[config.mk]
export PLATFORM = sky130hd
export DESIGN_NAME = signed_number_object
export DESIGN_NICKNAME = d
export VERILOG_FILES = /design/src/rtl/signed_number_object_pkg.sv /design/src/rtl/signed_number_object_bcd.sv /design/src/rtl/signed_number_object.sv
export SDC_FILE = /design/constraint.sdc
export NUM_CORES = 1
export LEC_CHECK = 0
export ABC_AREA = 1
export CAP_MARGIN = 20
export CORE_MARGIN = 2
export CORE_UTILIZATION = 40
export CTS_CLUSTER_SIZE = 30
export DETAILED_ROUTE_END_ITERATION = 10
export PLACE_DENSITY = 0.72
export SETUP_SLACK_MARGIN = 0.2
export SYNTH_ARGS = -nofsm -noshare
export SYNTH_HDL_FRONTEND = slang
export SYNTH_SLANG_ARGS = --single-unit
[constraint.sdc]
create_clock -name clk -period 2.04 [get_ports clk]
set_input_delay 0.306 -clock clk [delete_from_list [all_inputs] [get_ports clk]]
set_output_delay 0.306 -clock clk [all_outputs]
set_load 0.005 [all_outputs]
[src/rtl/signed_number_object_pkg.sv]
// rtl/signed_number_object_pkg.sv - shared types and constants for the signed score display
package signed_number_object_pkg;

  typedef enum logic [1:0] {
    IDLE   = 2'd0,
    LOAD   = 2'd1,
    SHIFT  = 2'd2,
    COMMIT = 2'd3
  } fsm_state_e;

  localparam int NUM_SLOTS = 4;

  // [2] = hundreds, [1] = tens, [0] = units
  typedef logic [2:0][3:0] bcd3_t;

  localparam logic [11:0] BCD_MAX = 12'h999;

  // Double-dabble pre-shift correction: +3 on every nibble that is 5 or more.
  function automatic logic [11:0] dabble_adjust(input logic [11:0] b);
    logic [11:0] r;
    r = b;
    for (int i = 0; i < 3; i++) begin
      if (r[i*4 +: 4] >= 4'd5) r[i*4 +: 4] = r[i*4 +: 4] + 4'd3;
    end
    return r;
  endfunction

endpackage

[src/rtl/signed_number_object_bcd.sv]
// rtl/signed_number_object_bcd.sv - sequential signed binary to sign + 3-digit BCD converter
module bin_to_bcd_seq
  import signed_number_object_pkg::*;
#(
  parameter int VALUE_W = 10
) (
  input  logic               clk,
  input  logic               resetN,
  input  logic               start,
  input  logic [VALUE_W-1:0] sample,
  output logic               busy,
  output logic               done,
  output logic               sign,
  output bcd3_t              bcd,
  output logic               ovf
);

  localparam int CNT_W = $clog2(VALUE_W + 1);

  fsm_state_e         state;
  logic               neg_q;
  logic               nz_q;
  logic               ovf_q;
  logic [VALUE_W-1:0] mag_q;
  logic [11:0]        bcd_q;
  logic [CNT_W-1:0]   cnt_q;

  logic [VALUE_W:0]   sample_ext;
  logic [VALUE_W:0]   mag_full;
  logic [11:0]        bcd_adj;
  logic [12:0]        bcd_shift;

  // One extra bit so that the most negative input negates without wrapping.
  assign sample_ext = {sample[VALUE_W-1], sample};
  assign mag_full   = sample[VALUE_W-1] ? (~sample_ext + {{VALUE_W{1'b0}}, 1'b1}) : sample_ext;

  assign bcd_adj    = dabble_adjust(bcd_q);
  assign bcd_shift  = {bcd_adj, mag_q[VALUE_W-1]};

  assign busy = (state != IDLE);
  assign done = (state == COMMIT);
  assign sign = neg_q & nz_q;
  assign bcd  = ovf_q ? BCD_MAX : bcd_q;
  assign ovf  = ovf_q;

  always_ff @(posedge clk) begin
    if (!resetN) begin
      state <= IDLE;
      neg_q <= 1'b0;
      nz_q  <= 1'b0;
      ovf_q <= 1'b0;
      mag_q <= '0;
      bcd_q <= '0;
      cnt_q <= '0;
    end else begin
      case (state)
        IDLE: begin
          if (start) state <= LOAD;
        end
        LOAD: begin
          neg_q <= sample[VALUE_W-1];
          nz_q  <= |sample;
          mag_q <= mag_full[VALUE_W-1:0];
          bcd_q <= '0;
          ovf_q <= 1'b0;
          cnt_q <= CNT_W'(VALUE_W);
          state <= SHIFT;
        end
        SHIFT: begin
          bcd_q <= bcd_shift[11:0];
          mag_q <= {mag_q[VALUE_W-2:0], 1'b0};
          // A bit leaving the hundreds nibble means the magnitude exceeds 999.
          if (bcd_shift[12]) ovf_q <= 1'b1;
          cnt_q <= cnt_q - CNT_W'(1);
          if (cnt_q == CNT_W'(1)) state <= COMMIT;
        end
        COMMIT: begin
          state <= IDLE;
        end
        default: state <= IDLE;
      endcase
    end
  end

endmodule

[src/rtl/signed_number_object.sv]
// rtl/signed_number_object.sv - frame-sampled signed score to minus/digit slot drawer controls
module signed_number_object
  import signed_number_object_pkg::*;
#(
  parameter logic [10:0] TOP_LEFT_X = 11'd20,
  parameter logic [10:0] TOP_LEFT_Y = 11'd20,
  parameter int          DIGIT_W    = 16,
  parameter int          DIGIT_H    = 32,
  parameter int          VALUE_W    = 10
) (
  input  logic               clk,
  input  logic               resetN,
  input  logic [10:0]        pixelX,
  input  logic [10:0]        pixelY,
  input  logic               startOfFrame,
  input  logic [VALUE_W-1:0] value,
  output logic [10:0]        offsetX,
  output logic [10:0]        offsetY,
  output logic               minusInside,
  output logic               minusOn,
  output logic               digitInside,
  output logic [3:0]         digit,
  output logic               digitOn,
  output logic               overflow,
  output logic               busy
);

  localparam int X0 = int'(TOP_LEFT_X);
  localparam int Y0 = int'(TOP_LEFT_Y);

  logic [VALUE_W-1:0] sample_q;
  logic               conv_done;
  logic               conv_sign;
  bcd3_t              conv_bcd;
  logic               conv_ovf;

  logic               disp_sign;
  bcd3_t              disp_bcd;
  logic               disp_ovf;

  always_ff @(posedge clk) begin
    if (!resetN) sample_q <= '0;
    else if (startOfFrame && !busy) sample_q <= value;
  end

  bin_to_bcd_seq #(.VALUE_W(VALUE_W)) u_conv (
    .clk    (clk),
    .resetN (resetN),
    .start  (startOfFrame),
    .sample (sample_q),
    .busy   (busy),
    .done   (conv_done),
    .sign   (conv_sign),
    .bcd    (conv_bcd),
    .ovf    (conv_ovf)
  );

  // Display registers move only on the converter's commit cycle, never mid-frame.
  always_ff @(posedge clk) begin
    if (!resetN) begin
      disp_sign <= 1'b0;
      disp_bcd  <= '0;
      disp_ovf  <= 1'b0;
    end else if (conv_done) begin
      disp_sign <= conv_sign;
      disp_bcd  <= conv_bcd;
      disp_ovf  <= conv_ovf;
    end
  end

  logic [31:0] px;
  logic [31:0] py;
  logic        in_y;
  logic        hit;
  logic [1:0]  slot;
  logic [10:0] hit_offx;
  logic [3:0]  sel_digit;
  logic        sel_on;

  assign px   = {21'd0, pixelX};
  assign py   = {21'd0, pixelY};
  assign in_y = (py >= 32'(Y0)) && (py < 32'(Y0 + DIGIT_H));

  always_comb begin
    hit      = 1'b0;
    slot     = '0;
    hit_offx = '0;
    for (int k = 0; k < NUM_SLOTS; k++) begin
      if (in_y && (px >= 32'(X0 + k*DIGIT_W)) && (px < 32'(X0 + (k+1)*DIGIT_W))) begin
        hit      = 1'b1;
        slot     = 2'(k);
        hit_offx = 11'(px - 32'(X0 + k*DIGIT_W));
      end
    end
  end

  always_comb begin
    sel_digit = '0;
    sel_on    = 1'b0;
    case (slot)
      2'd1: begin
        sel_digit = disp_bcd[2];
        sel_on    = (disp_bcd[2] != 4'd0);
      end
      2'd2: begin
        sel_digit = disp_bcd[1];
        sel_on    = (disp_bcd[2] != 4'd0) || (disp_bcd[1] != 4'd0);
      end
      2'd3: begin
        sel_digit = disp_bcd[0];
        sel_on    = 1'b1;
      end
      default: begin
        sel_digit = '0;
        sel_on    = 1'b0;
      end
    endcase
  end

  always_ff @(posedge clk) begin
    if (!resetN) begin
      offsetX     <= '0;
      offsetY     <= '0;
      minusInside <= 1'b0;
      minusOn     <= 1'b0;
      digitInside <= 1'b0;
      digit       <= '0;
      digitOn     <= 1'b0;
      overflow    <= 1'b0;
    end else begin
      offsetX     <= hit ? hit_offx : 11'd0;
      offsetY     <= hit ? (pixelY - TOP_LEFT_Y) : 11'd0;
      minusInside <= hit && (slot == 2'd0);
      minusOn     <= disp_sign;
      digitInside <= hit && (slot != 2'd0);
      digit       <= (hit && (slot != 2'd0)) ? sel_digit : 4'd0;
      digitOn     <= hit && (slot != 2'd0) && sel_on;
      overflow    <= disp_ovf;
    end
  end

endmodule

# After elaboration in Yosys (flattened, before gate mapping)
# Cells that the tools add are included.
[totals] reg_bits=86 input_bits=35 word_cells=109
[op_classes] addsub=10 magnitude_cmp=13 eq_ne=10 mux=26 bitwise_logic=2 reduce_logical=27
[op_table] cell="two-way mux 11 bit" n=4
[op_table] cell="less-than comparator 11 x 6 -> 1 bit, second input constant" n=3
[op_table] cell="one-hot mux 12 bit (2 select lines)" n=1
[op_table] cell="greater-or-equal comparator 11 x 5 -> 1 bit, second input constant" n=2
[op_table] cell="greater-or-equal comparator 11 x 6 -> 1 bit, second input constant" n=2
[op_table] cell="less-than comparator 11 x 7 -> 1 bit, second input constant" n=2
[op_table] cell="subtractor 11 x 5 -> 11 bit, second input constant" n=2
[op_table] cell="subtractor 11 x 6 -> 11 bit, second input constant" n=2
[op_table] cell="one-hot mux 10 bit (2 select lines)" n=1
[op_table] cell="logical AND 1 bit" n=13
[op_table] cell="adder 4 x 2 -> 4 bit, second input constant" n=3
[op_table] cell="greater-or-equal comparator 4 x 3 -> 1 bit, second input constant" n=3
[op_table] cell="two-way mux 12 bit" n=1
[op_table] cell="two-way mux 4 bit" n=3
[op_table] cell="one-hot mux 4 bit (3 select lines)" n=1
[op_table] cell="greater-or-equal comparator 11 x 7 -> 1 bit, second input constant" n=1
[op_table] cell="subtractor 11 x 7 -> 11 bit, second input constant" n=1
[op_table] cell="adder 10 x 1 -> 10 bit, second input constant" n=1
[op_table] cell="two-way mux 10 bit" n=1
[op_table] cell="NOT 10 bit" n=1
[op_table] cell="OR reduction 10 bit" n=1
[op_table] cell="equality test 2 bit, second input constant" n=4
[op_table] cell="two-way mux 2 bit" n=4
[op_table] cell="one-hot mux 2 bit (4 select lines)" n=1
[op_table] cell="other kinds (16)" n=30

# Logic depth before layout (Yosys ltp)
[logic_depth] depth_word=10 ltp_mapped=14

# Modules after synthesis
# A second synthesis with hierarchy kept.
[hier_totals] hier_cells=630 hier_area_um2=4356.7
[by_module_without_submodules] module="signed_number_object" n_inst=1 cells_per_inst=339 area_per_inst_um2=2434.8
[by_module_without_submodules] module="bin_to_bcd_seq" n_inst=1 cells_per_inst=291 area_per_inst_um2=1921.8

# Least setup slack after synthesis
# Ideal clock, no wire load.
[synth_timing] kind="reg-to-reg" start="reg u_conv.state[0]" end="reg u_conv.mag_q[6]" setup_ns=0.074 t_arrival_ns=1.640 required_ns=1.966 slack_ns=0.325 path_stages_with_launch=10 synth_period_minus_slack_ns=1.715 path_cell_list="dfxtp_1 inv_1 ha_1 buf_2 inv_1 nor2_1 inv_1 a21oi_1 o21ai_0 a31oi_1"
[synth_between] elab_chain_cells=2
[synth_lines] item="start: declaration" line="signed_number_object_bcd.sv:20" source="fsm_state_e state;"
[synth_lines] item="start signal: assignment" line="signed_number_object_bcd.sv:48" source="state <= IDLE;"
[synth_lines] item="start signal: assignment" line="signed_number_object_bcd.sv:58" source="if (start) state <= LOAD;"
[synth_lines] item="start signal: assignment" line="signed_number_object_bcd.sv:67" source="state <= SHIFT;"
[synth_lines] item="equality test 2 bit or equality test 2 x 1 -> 1 bit (tied branches)" line="signed_number_object_bcd.sv:56" source="case (state)"
[synth_lines] item="one-hot mux 10 bit (2 select lines) or nonzero test 2 bit (tied branches)"
[synth_lines] item="end signal: assignment" line="signed_number_object_bcd.sv:63" source="mag_q <= mag_full[VALUE_W-1:0];"
[synth_lines] item="end signal: assignment" line="signed_number_object_bcd.sv:71" source="mag_q <= {mag_q[VALUE_W-2:0], 1'b0};"
[synth_lines] item="end: declaration" line="signed_number_object_bcd.sv:24" source="logic [VALUE_W-1:0] mag_q;"
# Several ways; a longest one is shown, not always the timed one.
# A chain may end at the register's enable or synchronous reset.

# Final worst setup path
[layout_timing] start="in pixelX[7]" end="reg offsetY[3]"
[layout_between] elab_chain_cells=8
[layout_lines] item="start: declaration" line="signed_number_object.sv:13" source="input logic [10:0] pixelX,"
[layout_lines] item="greater-or-equal comparator 11 x 5 -> 1 bit" line="signed_number_object.sv:89" source="if (in_y && (px >= 32'(X0 + k*DIGIT_W)) && (px < 32'(X0 + (k+1)*DIGIT_W))) begin"
[layout_lines] item="logical AND 1 bit (2 in a row)" line="signed_number_object.sv:89"
[layout_lines] item="two-way mux 1 bit (3 in a row)" line="signed_number_object.sv:89"
[layout_lines] item="two-way mux 1 bit (*)" line="signed_number_object.sv:89"
[layout_lines] item="AND reduction 2 bit (no line) (*)"
[layout_lines] item="end signal: assignment" line="signed_number_object.sv:132" source="offsetY <= hit ? (pixelY - TOP_LEFT_Y) : 11'd0;"
[layout_lines] item="end: declaration" line="signed_number_object.sv:18" source="output logic [10:0] offsetY,"
# Every way passes the cells marked *; elsewhere a longest branch is shown, timed or not.

==> results.txt <==
Area after DPL: 0.00548 mm²
Critical Path Source Type: primary input
WHS Path Cells: 3
number of buffers added by the clock tree synthesis step: 9
post-synthesis share of cell area spent on and, or, nand and nor gates: 27.1%
#FFs+latches synth: 86
Netlist cell types: 42
Synth Flop Type: sky130_fd_sc_hd__dfxtp_1
count of maximum capacitance violations: 0
clock slew at the register clock pins of the worst setup and hold paths: 90 ps
Slew @ Worst Pin: 500 ps
Final Non-Filler Cells: 875
largest net degree at the start of global routing: 28
fin. max-slew vios: 0
synthesized netlist net count: 660
total wire length: 11.2 mm
number of antenna violations at the first check in global routing: 0
via count of the first global-routing pass: 4,040
share of cell area taken by muxes after synthesis: 0%
Root Buffer: sky130_fd_sc_hd__clkbuf_8
critical path required time: 2300 ps
number of clock sinks: 86
wire length of the first global-routing pass: 17.5 mm
layout overhead on the synthesized area: 39.9%
routed wire length per instance: 12.8 µm
number of primary I/O pins: 67
CTS tree: done
Avg Synthesized Cell Area: 7.11 µm²
clk_lat worst skew: 370 ps
Yosys warning total: 0
final-layout setup total negative slack: 0 ps
vias post-DR: 4,327
combined area of all synthesized cells: 0.00432 mm²
static power due to leakage: 0.00275 µW
final worst path period need: 1820 ps
Die Span X: 108 µm
number of endpoints with negative hold slack in the final report: 0
worst-case clock buffer depth: 2
Max-Slew Margin vs Limit: 66.6%
final cell area excluding filler cells: 0.00604 mm²
post-DP HPWL: 7.95 mm
power density over the cells: 837 mW/mm²
weighted congestion at the end of routability-driven global placement: 0.872
Core Util, Final: 58.0%
maximum fanout along the worst path: 5
floorplan row count: 37
worst min path class: in2reg
aggregate global-route resource usage: 18.7%
total grt overflow: 0
standard cell core area: 0.0104 mm²
share of final-layout standard cells stronger than drive strength 1: 19.2%
sequential standard cell area: 0.00172 mm²
cell count of the worst reg-to-reg path: 8
XOR/XNOR Fraction of Synth Area: 3.45%
Layout Nets: 787
Period Utilization, post-route: 89.4%
post-synthesis compound-gate area fraction: 14.4%
worst clock skew on the final layout: 11.2 ps
full die area: 0.0116 mm²
H-Tree Depth: 3
effective utilization at floorplan: 41.5%
arrival time at the worst endpoint: 2090 ps
total of endpoints with negative setup slack in the final report: 0
cell count after synthesis: 607
Max Clock Freq: 0.548 GHz
ys async rst share: 0%
number of enable-type register cells in the synthesized netlist: 0
placed instance count: 848
run status: finished clean
Detailed Route Iter0 Violations: 153
antenna diode count: 0
filler cell count: 928
maximum ir drop on the vdd rail: 0.591 mV
height of the die: 108 µm
Port Buffer Count: 66
post-detailed-route via-to-cell ratio: 4.95
count of nets left with antenna violations after detail routing: 0
largest family of logic cells by synthesized area: simple AND/OR/NAND/NOR gates
TritonRoute pass-1 iters: 6
sequential area share after synthesis: 39.9%
critical setup path kind: in2reg
Multi-input gate area: 0.00231 mm²
RSZ-0062 raised after global routing: no
Adder-Cell Fraction of Synth Area: 5.22%
Critical Path End Type: flip-flop
DRC violations left: 0
-- through the flow --
step | total power [µW] | hold WS [ps] | setup slack [ps]
4_1_cts | 5020 | 447 | 187
2_1_floorplan | 3000 | 378 | 325
6_report | 5050 | 191 | 217
3_5_place_dp | 3530 | 437 | -186
5_1_grt | 5360 | 205 | 155
3_3_place_gp | 3480 | 434 | -129
-- layer usage --
metal | up-vias | track usage, % | part of all wire (%)
met5 | - | 0 | 0
met4 | 0 | 8.97 | 3.1
met3 | 32 | 3.15 | 4.6
met2 | 124 | 34.1 | 50
met1 | 1966 | 21.0 | 42
li1 | 2205 | - | -
-- cell usage after synthesis, types with 4 or more instances --
| library cell | n | share of area, % |
|---|---|---|
| sky130_fd_sc_hd__nand2_1 | 133 | 12 |
| sky130_fd_sc_hd__inv_1 | 88 | 7.7 |
| sky130_fd_sc_hd__dfxtp_1 | 86 | 40 |
| sky130_fd_sc_hd__nor2_1 | 60 | 5.2 |
| sky130_fd_sc_hd__a21oi_1 | 47 | 5.4 |
| sky130_fd_sc_hd__o21ai_0 | 41 | 4.8 |
| sky130_fd_sc_hd__nand3_1 | 39 | 4.5 |
| sky130_fd_sc_hd__ha_1 | 18 | 5.2 |
| sky130_fd_sc_hd__xor2_1 | 14 | 2.8 |
| sky130_fd_sc_hd__clkbuf_1 | 8 | 0.70 |
| sky130_fd_sc_hd__nor2_2 | 8 | 1.2 |
| sky130_fd_sc_hd__nor3_1 | 8 | 0.93 |
| sky130_fd_sc_hd__a31oi_1 | 6 | 0.87 |
| sky130_fd_sc_hd__nand4_1 | 6 | 0.87 |
| sky130_fd_sc_hd__o211ai_1 | 5 | 0.87 |
| sky130_fd_sc_hd__or2_2 | 4 | 0.58 |
-- where the power goes --
part | internal [µW] | switching (µW) | total, µW
Clock | 819 | 621 | 1440
Combinational | 636 | 974 | 1610
Sequential | 1890 | 118 | 2000
Total | 3340 | 1710 | 5050
-- cell families after synthesis --
family                     count (synthesis)
DFF                                       86
adders and majority gates                 18
AOI/OAI and AO/OA                        111
buffers and inverters                    107
and+or+nand+nor                          268
xor gates and xnor gates                  17
-- area by class of cell --
class | count | share of cell area, %
multi-input combinational | 414 | 38.2
sequential | 86 | 28.5
timing repair buffer | 131 | 20.7
clock inverter | 5 | 1.76
tap | 136 | 2.82
inverter | 92 | 5.76
clock buffer | 11 | 2.18
-- path summary, 6_finish.rpt --
path	startpoint	endpoint	slack (ps)
max reg2reg	u_conv.state[1]	u_conv.mag_q[6]	360
max	pixelX[7]	offsetY[3]	220
min reg2reg	disp_ovf	overflow	450
min	pixelX[1]	offsetX[1]	190
-- worst max-delay path, stage by stage --
cell and delay (ps):
sky130_fd_sc_hd__clkdlybuf4s50_1 450, sky130_fd_sc_hd__inv_2 110, sky130_fd_sc_hd__nand2_4 60, sky130_fd_sc_hd__nor2_4 90, sky130_fd_sc_hd__nand3_2 110, sky130_fd_sc_hd__inv_2 90, sky130_fd_sc_hd__nand2_2 80, sky130_fd_sc_hd__nand3_4 120
sky130_fd_sc_hd__nand3_4 100, sky130_fd_sc_hd__o21ai_4 310, sky130_fd_sc_hd__clkbuf_16 220, sky130_fd_sc_hd__nor2_1 40
-- timing repair --
item                                    4_1_cts  5_1_grt
cloned                                        0        3
gates resized for setup                       6       62
buffers inserted                              2        6
pin swaps                                     1       14
hold buffers                                  0        0
endpoints found under the setup margin       12       32
-- flip-flops by register name, summed over array words and instances, names as in the netlist, 2 cells and up --
signal / flops
sample_q: 10
offsetX: 11
digit: 4
disp_bcd: 12
u_conv.bcd_q: 12
u_conv.state: 2
offsetY: 11
u_conv.cnt_q: 4
u_conv.mag_q: 10
-- cell usage in the layout, fill, tap and decap left out, drive strengths merged, types with 3 or more instances in the layout --
cell type	synthesis	routed
xnor2	3	3
o211ai	5	5
dlymetal6s2s	0	16
xor2	14	14
nand2	134	134
nand3	41	41
a21oi	48	48
o21ai	43	43
nand4	6	6
a221oi	3	3
nor3	8	8
inv	91	92
bufinv	0	3
clkbuf	9	13
a31oi	6	6
buf	6	63
clkdlybuf4s50	0	50
nor2	69	69
or2	4	4
dfxtp	86	86
ha	18	18
No activity file was read; power rests on OpenSTA's default activity.
